[src/rtl/tensor_accel_pkg.sv]
// Shared definitions for the tensor accelerator datapath blocks:
// default activation vector geometry, the feeder FSM state type and
// a small helper for the prefetch read-credit decision.
package tensor_accel_pkg;

  localparam int ACT_ARRAY_SIZE = 4;
  localparam int ACT_DATA_WIDTH = 8;
  localparam int ACT_VEC_W      = ACT_ARRAY_SIZE * ACT_DATA_WIDTH;

  typedef enum logic [1:0] {
    ST_IDLE  = 2'd0,
    ST_RUN   = 2'd1,
    ST_DRAIN = 2'd2,
    ST_DONE  = 2'd3
  } feeder_state_t;

  // A read may be issued only if every word already buffered or still
  // returning from the SRAM leaves room for one more. Pops happening in
  // the same cycle are deliberately not credited.
  function automatic logic read_credit_ok(input int fill, input int depth);
    return fill < depth;
  endfunction

endpackage

[src/rtl/act_prefetch_fifo.sv]
// First-word-fall-through synchronous FIFO used to buffer SRAM read data
// ahead of the systolic array. When empty, a word being pushed is
// presented on the output in the same cycle, so a returning read can be
// consumed without first landing in storage. Overflow protection is the
// caller's job (the feeder's credit rule never pushes into a full FIFO).
module act_prefetch_fifo #(
  parameter int DEPTH = 4,
  parameter int WIDTH = 32
) (
  input  logic                       clk,
  input  logic                       rst,
  input  logic                       push_i,
  input  logic [WIDTH-1:0]           push_data_i,
  input  logic                       pop_i,
  output logic                       valid_o,
  output logic [WIDTH-1:0]           data_o,
  output logic [$clog2(DEPTH):0]     count_o
);

  localparam int PTR_W = (DEPTH > 1) ? $clog2(DEPTH) : 1;
  localparam int CNT_W = $clog2(DEPTH) + 1;

  logic [WIDTH-1:0] mem_q [DEPTH];
  logic [PTR_W-1:0] wr_ptr_q;
  logic [PTR_W-1:0] rd_ptr_q;
  logic [CNT_W-1:0] count_q;
  logic             empty;
  logic             wr_en;
  logic             rd_en;

  // A push that is popped straight through while empty never touches storage.
  assign empty   = (count_q == '0);
  assign wr_en   = push_i && !(empty && pop_i);
  assign rd_en   = pop_i && !empty;
  assign valid_o = !empty || push_i;
  assign count_o = count_q;

  // Output head: stored word if any, else the bypassed push, else zero.
  always_comb begin
    data_o = '0;
    if (!empty) begin
      data_o = mem_q[rd_ptr_q];
    end else if (push_i) begin
      data_o = push_data_i;
    end
  end

  // Pointer and occupancy bookkeeping.
  always_ff @(posedge clk) begin
    if (rst) begin
      wr_ptr_q <= '0;
      rd_ptr_q <= '0;
      count_q  <= '0;
    end else begin
      if (wr_en) wr_ptr_q <= wr_ptr_q + 1'b1;
      if (rd_en) rd_ptr_q <= rd_ptr_q + 1'b1;
      case ({wr_en, rd_en})
        2'b10:   count_q <= count_q + 1'b1;
        2'b01:   count_q <= count_q - 1'b1;
        default: count_q <= count_q;
      endcase
    end
  end

  // Storage array; data only, no reset needed.
  always_ff @(posedge clk) begin
    if (wr_en) mem_q[wr_ptr_q] <= push_data_i;
  end

endmodule

[src/rtl/act_stream_feeder.sv]
// Activation stream feeder: walks cfg_rows*cfg_k_tiles consecutive SRAM
// words from cfg_base_addr and streams them to the systolic array over a
// valid/ready handshake. A small prefetch FIFO hides the one-cycle SRAM
// latency and absorbs backpressure.
// Optional build macro ACT_STREAM_FEEDER_PERF_EN adds stall/bubble cycle
// counters; without it the perf ports are tied to zero.
module act_stream_feeder
  import tensor_accel_pkg::*;
#(
  parameter int ARRAY_SIZE = ACT_ARRAY_SIZE,
  parameter int DATA_WIDTH = ACT_DATA_WIDTH,
  parameter int ADDR_WIDTH = 16,
  parameter int FIFO_DEPTH = 4
) (
  input  logic                             clk,
  input  logic                             rst,
  input  logic                             start,
  input  logic [ADDR_WIDTH-1:0]            cfg_base_addr,
  input  logic [15:0]                      cfg_rows,
  input  logic [15:0]                      cfg_k_tiles,
  output logic                             busy,
  output logic                             done,
  output logic                             mem_rd_en,
  output logic [ADDR_WIDTH-1:0]            mem_rd_addr,
  input  logic [ARRAY_SIZE*DATA_WIDTH-1:0] mem_rd_data,
  output logic                             act_valid,
  output logic [ARRAY_SIZE*DATA_WIDTH-1:0] act_data,
  input  logic                             act_ready,
  output logic [31:0]                      perf_stall_cycles,
  output logic [31:0]                      perf_bubble_cycles
);

  localparam int VEC_W = ARRAY_SIZE * DATA_WIDTH;
  localparam int CNT_W = $clog2(FIFO_DEPTH) + 1;

  feeder_state_t         state_q, state_d;
  logic [31:0]           n_q;
  logic [31:0]           rd_cnt_q;
  logic [31:0]           pop_cnt_q;
  logic [ADDR_WIDTH-1:0] addr_q;
  logic                  rd_pend_q;

  logic [31:0]           n_start;
  logic                  start_ok;
  logic                  credit_ok;
  logic                  pop;
  logic                  last_pop;
  logic [CNT_W-1:0]      fifo_count;

  assign n_start   = 32'(cfg_rows) * 32'(cfg_k_tiles);
  assign start_ok  = (state_q == ST_IDLE) && start;
  assign credit_ok = read_credit_ok(int'(fifo_count) + int'(rd_pend_q), FIFO_DEPTH);
  assign pop       = act_valid && act_ready;
  // The final vector is only ever accepted after every read has returned,
  // so its handshake also implies nothing is in flight or buffered.
  assign last_pop  = pop && (pop_cnt_q == n_q - 32'd1);
  assign mem_rd_addr = addr_q;

  // FSM state register.
  always_ff @(posedge clk) begin
    if (rst) state_q <= ST_IDLE;
    else     state_q <= state_d;
  end

  // FSM next state and control outputs.
  always_comb begin
    state_d   = state_q;
    busy      = 1'b0;
    done      = 1'b0;
    mem_rd_en = 1'b0;
    case (state_q)
      ST_IDLE: begin
        if (start) state_d = (n_start == 32'd0) ? ST_DONE : ST_RUN;
      end
      ST_RUN: begin
        busy      = 1'b1;
        mem_rd_en = credit_ok;
        if (credit_ok && (rd_cnt_q == n_q - 32'd1)) state_d = ST_DRAIN;
      end
      ST_DRAIN: begin
        busy = 1'b1;
        if (last_pop) state_d = ST_DONE;
      end
      ST_DONE: begin
        done    = 1'b1;
        state_d = ST_IDLE;
      end
      default: state_d = ST_IDLE;
    endcase
  end

  // Stream configuration, read address walk and progress counters.
  always_ff @(posedge clk) begin
    if (rst) begin
      n_q       <= '0;
      rd_cnt_q  <= '0;
      pop_cnt_q <= '0;
      addr_q    <= '0;
      rd_pend_q <= 1'b0;
    end else begin
      rd_pend_q <= mem_rd_en;
      if (start_ok) begin
        n_q       <= n_start;
        addr_q    <= cfg_base_addr;
        rd_cnt_q  <= '0;
        pop_cnt_q <= '0;
      end else begin
        if (mem_rd_en) begin
          addr_q   <= addr_q + 1'b1;
          rd_cnt_q <= rd_cnt_q + 32'd1;
        end
        if (pop) pop_cnt_q <= pop_cnt_q + 32'd1;
      end
    end
  end

  // Read data is pushed exactly one cycle after its request; a request
  // cancelled by reset leaves rd_pend_q low so its data is dropped.
  act_prefetch_fifo #(
    .DEPTH (FIFO_DEPTH),
    .WIDTH (VEC_W)
  ) u_fifo (
    .clk         (clk),
    .rst         (rst),
    .push_i      (rd_pend_q),
    .push_data_i (mem_rd_data),
    .pop_i       (pop),
    .valid_o     (act_valid),
    .data_o      (act_data),
    .count_o     (fifo_count)
  );

`ifdef ACT_STREAM_FEEDER_PERF_EN
  logic [31:0] stall_q;
  logic [31:0] bubble_q;

  // Saturating stall/bubble counters, cleared when a stream is launched.
  always_ff @(posedge clk) begin
    if (rst || start_ok) begin
      stall_q  <= '0;
      bubble_q <= '0;
    end else begin
      if (act_valid && !act_ready && (stall_q != '1)) stall_q <= stall_q + 32'd1;
      if (busy && !act_valid && (bubble_q != '1))     bubble_q <= bubble_q + 32'd1;
    end
  end

  assign perf_stall_cycles  = stall_q;
  assign perf_bubble_cycles = bubble_q;
`else
  assign perf_stall_cycles  = '0;
  assign perf_bubble_cycles = '0;
`endif

endmodule

[config.mk]
export PLATFORM = sky130hd
export DESIGN_NAME = act_stream_feeder
export DESIGN_NICKNAME = d
export VERILOG_FILES = /design/src/rtl/tensor_accel_pkg.sv /design/src/rtl/act_prefetch_fifo.sv /design/src/rtl/act_stream_feeder.sv
export SDC_FILE = /design/constraint.sdc
export NUM_CORES = 1
export LEC_CHECK = 0
export CORE_MARGIN = 3
export CORE_UTILIZATION = 64
export DETAILED_ROUTE_END_ITERATION = 12
export PLACE_DENSITY_LB_ADDON = 0.25
export SLEW_MARGIN = 20
export SYNTH_ARGS = -nofsm -noshare
export SYNTH_HDL_FRONTEND = slang
export SYNTH_SLANG_ARGS = --single-unit
[constraint.sdc]
create_clock -name clk -period 19 [get_ports clk]
set_clock_uncertainty 0.1 [all_clocks]
set_input_delay 4.75 -clock clk [delete_from_list [all_inputs] [get_ports clk]]
set_output_delay 4.75 -clock clk [all_outputs]
set_load 0.03 [all_outputs]
; Yosys cells after proc, flatten, opt, wreduce, memory -nomap -nowiden
; Memories as Yosys holds them, arrays and structs flattened. A register that Yosys moved wholly into a read port is not among the register bits.
; Index checks and enable logic that the tools add are counted.
[word_totals]
reg_bits = 122
out_inout_bits = 116
inputBits = 84
word_cells = 66
memories = 1
ram_bits = 128
[mem_list]
columns = memory, words, word_bits, rd, rd_clocked_by_memory_dff, wr, line_no
row1 = u_fifo.mem_q, 4, 32, 1, 1, 1, act_prefetch_fifo.sv:23  ; logic [WIDTH-1:0] mem_q [DEPTH];
[classes]
addsub = 9
mux = 17
order_cmp = 1
reduce_logical = 18
multipliers = 1
n_eq_ne = 10
[ops]
columns = op, count
row1 = 32-bit by 1-bit adder with 32-bit output (second input constant), 2
row2 = 32-bit equality test, 2
row3 = 32-bit 2-to-1 mux, 2
row4 = 32-bit logical NOT, 1
row5 = 16-bit by 16-bit multiplier with 32-bit output, 1
row6 = 16-bit 2-to-1 mux, 2
row7 = 32-bit by 1-bit subtractor with 32-bit output (second input constant), 1
row8 = 16-bit by 1-bit adder with 16-bit output (second input constant), 1
row9 = 2-bit 2-to-1 mux, 6
row10 = 2-bit case mux with 4 select lines, 1
row11 = 1-bit logical AND, 7
row12 = 2-bit equality test (second input constant), 3
row13 = 2-bit inequality test (second input constant), 3
row14 = 3-bit case mux with 2 select lines, 1
row15 = 1-bit 2-to-1 mux, 5
row16 = 2-bit by 1-bit adder with 2-bit output (second input constant), 2
row17 = 3-bit by 1-bit adder with 4-bit output, 1
row18 = 2-bit by 1-bit equality test with 1-bit output (second input constant), 2
row19 = 4-bit by 3-bit < comparator with 1-bit output (second input constant), 1
row20 = 2-bit nonzero test, 2
row21 = 2-bit OR reduction, 2
row22 = 3-bit by 1-bit adder with 3-bit output (second input constant), 1
row23 = 3-bit logical NOT, 1
row24 = 3-bit AND reduction, 1
row25 = 4 further kinds, 5

; Logic depth before layout (Yosys ltp)
[logic_depth]
ltp_word = 9
mapped_depth = 25
depth_no_buf = 23

; Hierarchy
; A second synthesis with hierarchy kept.
[hier_totals]
cells_unflattened = 2301
hier_area_um2 = 21896.0
[by_module_without_submodules]
columns = mod, n_inst, area_per_inst_um2, cells_per_inst
row1 = act_stream_feeder, 1, 16301.9, 1974
row2 = act_prefetch_fifo, 1, 5594.1, 327

; Least setup slack after synthesis
; OpenSTA, ideal clock, no wires.
[synth_timing]
path_kind = input port to flip-flop
startpoint = input cfg_rows[7]
endpoint = register state_q[1]
stages = 23
path_slack_ns = 7.842
arrival_time_ns = 10.973
required_time_ns = 18.814
path_cell_list = clkbuf_1 -> nand2_1 -> fa_1 -> inv_1 -> fa_1 -> inv_1 -> fa_1 -> inv_1 -> fa_1 -> fa_1 -> inv_1 -> fa_1 -> inv_1 -> ha_1 -> a21o_1 -> a2111oi_0 -> o31ai_1 -> a2111oi_1 -> o21bai_1 -> a211oi_1 -> nor4b_1 -> nand4_1 -> a211oi_1
[synth_via]
elab_chain_len = 5
[synth_rtl]
columns = element, line_no
row1 = from (decl), act_stream_feeder.sv:19  ; input logic [15:0] cfg_rows,
row2 = 16-bit by 16-bit multiplier with 32-bit output, act_stream_feeder.sv:50  ; assign n_start = 32'(cfg_rows) * 32'(cfg_k_tiles);
row3 = 32-bit logical NOT, act_stream_feeder.sv:73  ; if (start) state_d = (n_start == 32'd0) ? ST_DONE : ST_RUN;
row4 = 2-bit 2-to-1 mux (2 in series), act_stream_feeder.sv:73
row5 = 2-bit case mux with 4 select lines, act_stream_feeder.sv:71  ; case (state_q)
row6 = to (signal assigned), act_stream_feeder.sv:62  ; else state_q <= state_d;
row7 = to (decl), act_stream_feeder.sv:36  ; feeder_state_t state_q, state_d;
; Every way passes these cells. The select of a mux whose other input is x is not followed.
; A chain may end at the register's enable or synchronous reset.

; Worst setup path after layout
[layout_timing]
startpoint = input cfg_rows[15]
endpoint = register state_q[1]
; Same word-level chain as after synthesis.

==> impl_summary.log <==
INFO  metric netlist_instances = 2,339
INFO  metric power.static_leakage = 10.13 nW
INFO  metric rsz_0062_raised_after_global_routing = no
INFO  metric grt_start_max_net_pins = 77
INFO  metric clk_pin_slew_worst_paths = 0.06 ns
INFO  metric seq_power_share = 14.6%
INFO  metric dieWidth = 191.2 um
INFO  metric internal_power = 2.278 mW
INFO  metric detail_route.drc_violations = 0
INFO  metric final_hold_viol_count = 0
INFO  metric synth.area.mux_share = 3.438%
INFO  metric tritoncts = built
INFO  metric hold_path.class = reg -> reg
INFO  metric die_y = 191.2 um
INFO  metric synth-seq-area-share = 28.82%
INFO  metric synth_top_family_by_area = adder cells
INFO  metric combinational_share_of_power = 73.2%
INFO  metric syn-mean-instance-area = 9.383 um^2
INFO  metric post_cts.resized_instances = 0
INFO  metric p_sw_share = 51.13%
INFO  metric irDropWorstVdd = 0.0002501 V
INFO  metric synth.ff_latch_count = 252
INFO  metric timing.hold.worst.start = rd_cnt_q[1]$_SDFFE_PP0P_
INFO  metric timing.final.max_slew_violations = 0
INFO  metric cts-buffers-inserted = 27
INFO  metric final.period_utilization = 63.44%
INFO  metric grt_remaining_overflow = 0
INFO  metric synth_warnings = 0
INFO  metric critical_path.reg2reg.startpoint = n_q[0]$_SDFFE_PP0P_
INFO  metric fillCellCount = 2,509
INFO  metric xor_xnor_share_of_the_synthesized_area = 6.910%
INFO  metric yosysMostFrequentCell = sky130_fd_sc_hd__nand2_1
INFO  metric clock_tree.root_cell = sky130_fd_sc_hd__clkbuf_16
INFO  metric gp_congestion = 0.9998
INFO  metric synthDominantAreaCellType = sky130_fd_sc_hd__fa_1
INFO  metric synth-simple-area-share = 19.54%
INFO  metric power_share_of_the_clock_group = 12.2%
INFO  metric wl_per_cell = 18.44 um
INFO  metric critical_path_class = in -> reg
INFO  metric r2r_setup_slack = 14.71 ns
INFO  metric worst_setup_path_end_kind = register
INFO  metric synth_compound_area_share = 7.844%
INFO  metric sort_of_element_at_the_start_of_the_critical_path = input pin
INFO  metric tightest_slew = 0.9916 ns
INFO  metric signal_arrival_time_at_the_worst_endpoint = 12.41 ns
INFO  metric grt_pass1_wl = 87,820 um
INFO  metric layout.nets = 2,799
INFO  metric floorplan.initialDensity = 65.13%
INFO  metric cts_hold_repair.buffers = 0
INFO  metric postRouteWirelength = 52,930 um
INFO  metric maxClockFrequency = 82.96 MHz
INFO  metric timing.critical_path.from = cfg_rows[15]
INFO  metric drtPass1Iterations = 5
INFO  metric htree_num_levels = 1
INFO  metric worst_setup_slack_after_layout = 6.946 ns
INFO  metric synth-edff-count = 128
INFO  metric worstHoldPathCells = 2
INFO  metric reg2reg_depth = 11
INFO  metric netSwitchingPower = 2.384 mW
INFO  metric num_antenna_cells = 0
INFO  metric initial_antenna_violation_count = 0
INFO  metric grt_pass1_vias = 17,490
INFO  metric status = finished clean
INFO  metric overall_via_count_from_detail_route = 16,870
INFO  metric cp.required = 19.36 ns
INFO  metric top_level_ports = 200
INFO  metric fin_setup_tns = 0 ns
INFO  metric synth.top_cells.by_count = sky130_fd_sc_hd__nand2_1, sky130_fd_sc_hd__inv_1, sky130_fd_sc_hd__fa_1, sky130_fd_sc_hd__nor2_1, sky130_fd_sc_hd__edfxtp_1
INFO  metric fraction_of_the_mapped_netlist_area_in_adder_cells = 24.51%
INFO  metric design.core.area = 33,700 um^2
INFO  metric detailedRoute.firstIterationViolations = 1,245
INFO  metric yosysUniqueCellTypes = 79
INFO  metric timing.slew.headroom = 33.89%
INFO  metric setup_violations = 0
INFO  metric hold-worst-slack = 0.4133 ns
INFO  metric yosys-top-cells-area = sky130_fd_sc_hd__fa_1, sky130_fd_sc_hd__edfxtp_1, sky130_fd_sc_hd__dfxtp_1
INFO  metric ys_dominant_reg_cell = sky130_fd_sc_hd__edfxtp_1
INFO  metric synth.cell_area = 21,950 um^2
INFO  metric num_rows = 67
INFO  metric grt_use_total = 29.74%
INFO  metric cts_max_path_buffers = 3
INFO  metric crit_fanout = 16
INFO  metric post_cts.repair.setup_buffers = 0
INFO  metric insertion_delay = 0.56 ns
INFO  metric syn2layout_area_growth = 10.54%
INFO  metric dp.final_hpwl = 40,010 um
INFO  metric yosysTopAreaCellShare = 17.79%
INFO  metric maxCapViolations = 0
INFO  metric numClockSinks = 252
INFO  metric port-buffer-count = 135
INFO  metric power_density = 192.2 nW/um^2
INFO  metric ant_nets = 0
INFO  metric design.die.area = 36,550 um^2
INFO  metric layout-drive-gt1-share = 5.200%
INFO  metric vias_per_cell = 5.875
INFO  metric dp_worst_setup_slack = 6.409 ns
INFO  metric critical_path.reg2reg.endpoint = state_q[0]$_SDFFE_PP0P_
INFO  metric asyncSetResetFlopFracSynth = 0%
INFO  metric period_minus_slack = 12.05 ns
INFO  metric min_to = rd_cnt_q[1]$_SDFFE_PP0P_
INFO  metric finish.utilization = 71.99%
[cell usage in the layout (no fill, tap or decap), drive strengths merged, types with 6 or more instances in the layout]
cell type,instances
edfxtp,128
o21bai,7
a211oi,27
clkinv,6
a31oi,7
nand4,35
ha,118
nand3b,7
nand2,308
o21ai,35
dfxtp,124
buf,16
or4,9
nor4,27
nor3,30
fa,195
or3,23
and2,127
o31ai,8
mux4,32
nand2b,10
xnor2,82
nor2,153
nand3,88
o21a,6
o211ai,10
and3,19
clkbuf,32
xor2,86
inv,277
a2111oi,8
o2111ai,7
or2,6
a311oi,8
and4,8
clkdlybuf4s50,134
conb,64
nor3b,7
a21oi,72
a21o,13
[per-layer routing]
metal,share of wire [%],up-vias,routed length [um],track usage (%)
met5,0,-,0,0
met4,2.4,0,1294,7.903
met3,7.2,101,3828,4.383
met2,49,669,26190,51.63
met1,41,8297,21620,39.34
li1,-,7799,-,-
[power groups by stage]
stage	clock (mW)	sequential, mW	combinational, mW
after floorplan	0	0.674	2.53
after global placement	0	0.690	3.32
after detailed placement	0	0.692	3.35
after CTS	0.579	0.681	3.38
after global routing	0.601	0.689	3.81
final	0.568	0.683	3.41
[flip-flops by register name (all words and copies together), names as in the netlist, named ones only]
signal	count
u_fifo.count_o	3
n_q	32
rd_cnt_q	32
state_q	2
u_fifo.rd_ptr_q	2
pop_cnt_q	32
u_fifo.wr_ptr_q	2
rd_pend_q	1
u_fifo.mem_q	128
mem_rd_addr	16
[cell families (layout without fill, tap and decap cells)]
kind of cell | after synthesis | after routing
AO/OA/AOI/OAI | 248 | 248
adder cells (fa/ha/maj) | 313 | 313
AND/OR/NAND/NOR | 869 | 869
flip-flops | 252 | 252
multiplexers | 35 | 35
other | 1 | 64
XOR/XNOR | 170 | 170
buffers and inverters | 451 | 472
[metrics by stage]
step | cell area (um^2) | power (mW) | std cells
final | 24260 | 4.662 | 2871
after global routing | 24260 | 5.101 | 2871
after CTS | 24250 | 4.638 | 2871
after detailed placement | 23280 | 4.040 | 2821
after global placement | 23280 | 4.005 | 2821
after floorplan | 22180 | 3.201 | 2402
[worst max-delay path, cell delays in order]
cell and delay [ns]:
sky130_fd_sc_hd__clkdlybuf4s50_1 0.89, sky130_fd_sc_hd__nand2_1 0.17, sky130_fd_sc_hd__fa_1 0.55, sky130_fd_sc_hd__fa_1 0.58, sky130_fd_sc_hd__inv_1 0.06, sky130_fd_sc_hd__fa_1 0.49
sky130_fd_sc_hd__fa_1 0.50, sky130_fd_sc_hd__fa_1 0.49, sky130_fd_sc_hd__inv_1 0.05, sky130_fd_sc_hd__fa_1 0.47, sky130_fd_sc_hd__inv_1 0.04, sky130_fd_sc_hd__ha_1 0.34
sky130_fd_sc_hd__a21o_1 0.26, sky130_fd_sc_hd__a2111oi_0 0.56, sky130_fd_sc_hd__o31ai_1 0.27, sky130_fd_sc_hd__a2111oi_1 0.85, sky130_fd_sc_hd__o21bai_1 0.21, sky130_fd_sc_hd__a211oi_1 0.26
sky130_fd_sc_hd__nor4b_1 0.26, sky130_fd_sc_hd__nand4_1 0.12, sky130_fd_sc_hd__a211oi_1 0.23
[final cells by class]
class / count / area [um^2] / share of cell area [%]
multi-input cells: 1699 / 13920 / 57.36
flip-flops and latches: 252 / 6327 / 26.08
repair buffers: 150 / 1459 / 6.013
inverters: 272 / 1021 / 4.208
clock buffers: 32 / 724.4 / 2.986
well taps: 448 / 560.5 / 2.310
clock inverters: 18 / 251.5 / 1.037
[worst max path at each step]
| stage | end | cells after the start |
|---|---|---|
| after floorplan | state_q[1]$_SDFFE_PP0P_ | 23 |
| after global placement | state_q[1]$_SDFFE_PP0P_ | 23 |
| after detailed placement | state_q[1]$_SDFFE_PP0P_ | 23 |
| after CTS | state_q[1]$_SDFFE_PP0P_ | 23 |
| after global routing | state_q[1]$_SDFFE_PP0P_ | 21 |
| final | state_q[1]$_SDFFE_PP0P_ | 21 |
(Power assumes the default switching activity.)
==> edit 1, RTL diff (same settings) <==
The 4 states of `feeder_state_t` get a one-hot encoding in 4 bits.
--- a/src/rtl/tensor_accel_pkg.sv
+++ b/src/rtl/tensor_accel_pkg.sv
@@ -7,11 +7,11 @@
   localparam int ACT_DATA_WIDTH = 8;
   localparam int ACT_VEC_W      = ACT_ARRAY_SIZE * ACT_DATA_WIDTH;
 
-  typedef enum logic [1:0] {
-    ST_IDLE  = 2'd0,
-    ST_RUN   = 2'd1,
-    ST_DRAIN = 2'd2,
-    ST_DONE  = 2'd3
+  typedef enum logic [3:0] {
+    ST_IDLE  = 4'b0001,
+    ST_RUN   = 4'b0010,
+    ST_DRAIN = 4'b0100,
+    ST_DONE  = 4'b1000
   } feeder_state_t;
 
   // A read may be issued only if every word already buffered or still
Function: same outputs for any inputs over 4 cycles, from zero or initial values and one cycle with rst high; so few cycles prove little.
==> edit 1 against the original RTL <==
Design area shrank 0.61%; worst setup slack better by 0.25 ns; total power shrank 11%; fmax grew 2.1%; area after synthesis grew 0.13%; largest cell class unchanged; sequential cell count rose by 2; routed wire length grew 1.7%.
==> edit 1: results (changes against the original RTL) <==
| Metric | Value |
|---|---|
| Register area share after synthesis | 28.97% (was 28.82%) |
| CP delay by family, top | adder cells (unchanged) |
| WL met1 | 22410 um (was 21620 um) |
| Filler cells | 2534 (was 2509) |
| Ys Warns | 0 (unchanged) |
| ANT cells | 0 (unchanged) |
| GRT Residual Overflow | 0 (unchanged) |
| Via count | 16840 (was 16870) |
| Root buffer cell | clkbuf_16 (unchanged) |
| Reg with most FFs | u_fifo.mem_q (unchanged) |
| Top sig layer | met4 (unchanged) |
| Status | complete, no violations (unchanged) |
| RD Place Congestion | 0.9448 (was 0.9998) |
| CTS H-tree depth | 1 (unchanged) |
| Netlist cell types | 82 (was 79) |
| Main synth FF type | edfxtp_1 (unchanged) |
| Detailed-route wire length | 53840 um (was 52930 um) |
| Initial antenna violation count | 0 (unchanged) |
| Clk pin slew, worst setup/hold paths | 0.06 ns (about the same) |
| Largest net degree at the start of global routing | 62 (was 77) |
| P_leak | 0.01007 uW (was 0.01013 uW) |
| Final Non-Filler Cells | 2853 (was 2871) |
| Slowest stage delay, CP | 0.98 ns (was 0.89 ns) |
| Worst Reg-to-Reg Cells | 12 (was 11) |
| Arr. time, crit path | 12.14 ns (was 12.41 ns) |
| Port bufs | 135 (unchanged) |
| EDFF count, synth | 128 (unchanged) |
| WL met3 | 3604 um (was 3828 um) |
| Cts bufs inserted | 27 (unchanged) |
| Met2 routed WL | 26770 um (was 26190 um) |
| TritonRoute pass-1 iters | 5 (unchanged) |
| Aggregate global-route resource usage | 29.81% (was 29.74%) |
| Max-Slew Margin vs Limit | 41.36% (was 33.89%) |
| Critical Path Slowest Stage Cell | clkdlybuf4s50_1 (unchanged) |
| CP max FO | 16 (unchanged) |
| Post-Place Cells | 2804 (was 2821) |
| Post-CTS setup buffers | 0 (unchanged) |
| Avg Cell Area, Syn | 9.439 um2 (was 9.383 um2) |
| Clk_lat worst skew | 0.53 ns (was 0.56 ns) |
| Hold Path Depth | 2 (unchanged) |
| Clock Path Buffers | 3 (unchanged) |
| Maximum VDD drop | 0.2036 mV (was 0.2501 mV) |
| Post-CTS Resized | 0 (unchanged) |
| Worst Hold Class | reg2reg (unchanged) |
| Top cells by area, synth | fa_1 18%, edfxtp_1 17%, dfxtp_1 11% (was fa_1 18%, edfxtp_1 18%, dfxtp_1 11%) |
| Max reg flops | 128 (unchanged) |
| Layout cell share with drive strength beyond 1 | 4.948% (was 5.200%) |
| Number of DRC violations after detailed-routing iteration 0 | 1169 (was 1245) |
| Post-DP HPWL | 41320 um (was 40010 um) |
| First-pass GRT wire length | 87820 um (unchanged) |
| Sw Share | 50.44% (was 51.13%) |
| Ys async rst share | 0% (unchanged) |
| Max cap viols | 0 (unchanged) |
| Commonest cells post-synth | 298 x nand2_1, 247 x inv_1, 195 x fa_1, 149 x and2_1, 149 x nor2_1 (was 308 x nand2_1, 272 x inv_1, 195 x fa_1, 153 x nor2_1, 128 x edfxtp_1) |
edit 1: cells by family after synthesis:
kind of cell,synth area share (%)
AOI/OAI and AO/OA,7.419
xor gates and xnor gates,6.542
adders and majority gates,24.20
buffers and inverters,8.734
DFF,28.97
muxes,3.747
other,0.01706
and+or+nand+nor,20.37
edit 1: final timing paths:
kind                                     start          to  slack [ns]
worst max-delay path            cfg_k_tiles[2]  state_q[1]        7.19
worst min-delay path                   n_q[27]     n_q[27]        0.42
worst max register to register          n_q[0]  state_q[3]       14.79
worst min register to register         n_q[27]     n_q[27]        0.42
edit 1: worst min-delay path, stage by stage (launching register included):
cell	delay, ns
dfxtp_1	0.35
nand2_1	0.07
a21oi_1	0.05
edit 1: area by class of cell:
cell class	count	area (um2)	area share, %
tap	448	560.5	2.325
multi-input combinational	1707	13940	57.79
clock inverter	19	191.4	0.7939
inverter	247	927.1	3.845
timing repair buffer	148	1444	5.988
clock buffer	30	686.9	2.849
sequential	254	6367	26.41
edit 1: power groups by stage:
stage	logic (uW)	clock network, uW	registers, uW
finish	2960	519	667
global route	3330	549	671
CTS	2940	526	666
detailed placement	2920	0	677
global placement	2880	0	676
floorplan	2290	0	649
edit 1: metrics by stage:
step / worst slack, ns / power [uW] / cell area (um2) / hold WS (ns)
floorplan: 7.948 / 2942 / 22210 / 0.3688
global placement: 6.905 / 3554 / 23230 / 0.3999
detailed placement: 6.692 / 3595 / 23230 / 0.4068
CTS: 7.252 / 4131 / 24110 / 0.4141
global route: 6.755 / 4552 / 24110 / 0.4516
finish: 7.191 / 4147 / 24110 / 0.4153
edit 1: routing by layer:
metal	global-route usage, %	up-vias
li1	-	7768
met1	40.17	8295
met2	51.57	685
met3	3.484	87
met4	7.762	0
met5	0	-
==> edit 2, RTL diff (config.mk and constraints unchanged) <==
Without the edit above. Set the parameter `ADDR_WIDTH` to 15 (it was 16).
--- a/src/rtl/act_stream_feeder.sv
+++ b/src/rtl/act_stream_feeder.sv
@@ -9,7 +9,7 @@
 #(
   parameter int ARRAY_SIZE = ACT_ARRAY_SIZE,
   parameter int DATA_WIDTH = ACT_DATA_WIDTH,
-  parameter int ADDR_WIDTH = 16,
+  parameter int ADDR_WIDTH = 15,
   parameter int FIFO_DEPTH = 4
 ) (
   input  logic                             clk,
Ports: changed (resized cfg_base_addr and mem_rd_addr); port bits go from 200 to 198. The function was not compared with the original's and may differ.
==> edit 2 against the original RTL <==
Area after synthesis decreased by 1.5%; count of clock-buffer cells in the layout is 8 higher; worst setup slack improved by 0.44 ns; total power shrank 9.6%; routed wire length is 2.2% lower; design area shrank 2.2%; fmax is 3.8% higher; sequential cell count decreased by 1; largest cell class unchanged.
==> edit 2: results (changes against the original RTL) <==
| Metric | Value |
|---|---|
| Status | complete, no violations (unchanged) |
| Post-synthesis adder-cell area fraction | 24.89% (was 24.51%) |
| WL met3 | 3878 um (was 3828 um) |
| Area Overhead vs Synth | 9.718% (was 10.54%) |
| Signal buffers share of area | 5.972% (was 6.013%) |
| Multi-In Gates | 1643 (was 1699) |
| Register area share after synthesis | 29.17% (was 28.82%) |
| Layout cell share with drive strength beyond 1 | 4.638% (was 5.200%) |
| Dpl cell area | 22860 um2 (was 23280 um2) |
| Met3 Track Usage GR | 3.704% (was 4.383%) |
| Vias/cell | 5.864 (was 5.875) |
| Hold_ws | 0.4211 ns (was 0.4133 ns) |
| First-pass GRT wire length | 85320 um (was 87820 um) |
| Vias in the first global route | 16690 (was 17490) |
| Final net count | 2726 (was 2799) |
| Share of the core filled with cells | 71.98% (was 71.99%) |
| Arr. time, crit path | 11.99 ns (was 12.41 ns) |
| Met2 GRT Util | 48.47% (was 51.63%) |
| WL met1 | 21120 um (was 21620 um) |
| Setup WS pre-CTS | 6.956 ns (was 6.409 ns) |
| Worst slew pin tran | 0.9769 ns (was 0.9916 ns) |
| Post-DP HPWL | 38770 um (was 40010 um) |
| Cts bufs inserted | 26 (was 27) |
| Mux cell area share after synthesis | 3.710% (was 3.438%) |
| Maximum VDD drop | 0.2589 mV (was 0.2501 mV) |
| P_leak | 0.009772 uW (was 0.01013 uW) |
| Top cells by area, synth | fa_1 18%, edfxtp_1 18%, dfxtp_1 11% (unchanged) |
| Netlist cell types | 84 (was 79) |
| Commonest cells post-synth | 316 x nand2_1, 263 x inv_1, 195 x fa_1, 134 x nor2_1, 130 x and2_1 (was 308 x nand2_1, 272 x inv_1, 195 x fa_1, 153 x nor2_1, 128 x edfxtp_1) |
==> edit 2: changes by cell type after synthesis, sizes merged, moves of 7 or more <==
cell	unedited run	this run
nor2b	2	12
a211oi	27	18
xnor2	82	104
nand2	308	316
mux2i	0	7
nor2	153	135
nand3	88	73
buf	76	85
xor2	86	62
inv	272	263
==> edit 2: worst paths after layout <==
| path | from | end | cells past startpoint |
|---|---|---|---|
| worst max-delay path | cfg_k_tiles[4] | state_q[1] | 23 |
| worst min-delay path | u_fifo.rd_ptr_q[1] | flip-flop | 2 |
| worst max register to register | n_q[4] | state_q[1] | 10 |
| worst min register to register | u_fifo.rd_ptr_q[1] | flip-flop | 2 |
==> edit 2: where the power goes <==
| group | internal [uW] | switching [uW] | leakage, uW |
|---|---|---|---|
| clock | 301 | 202 | 0.000412 |
| combinational | 1190 | 1850 | 0.00721 |
| sequential | 615 | 60.6 | 0.00215 |
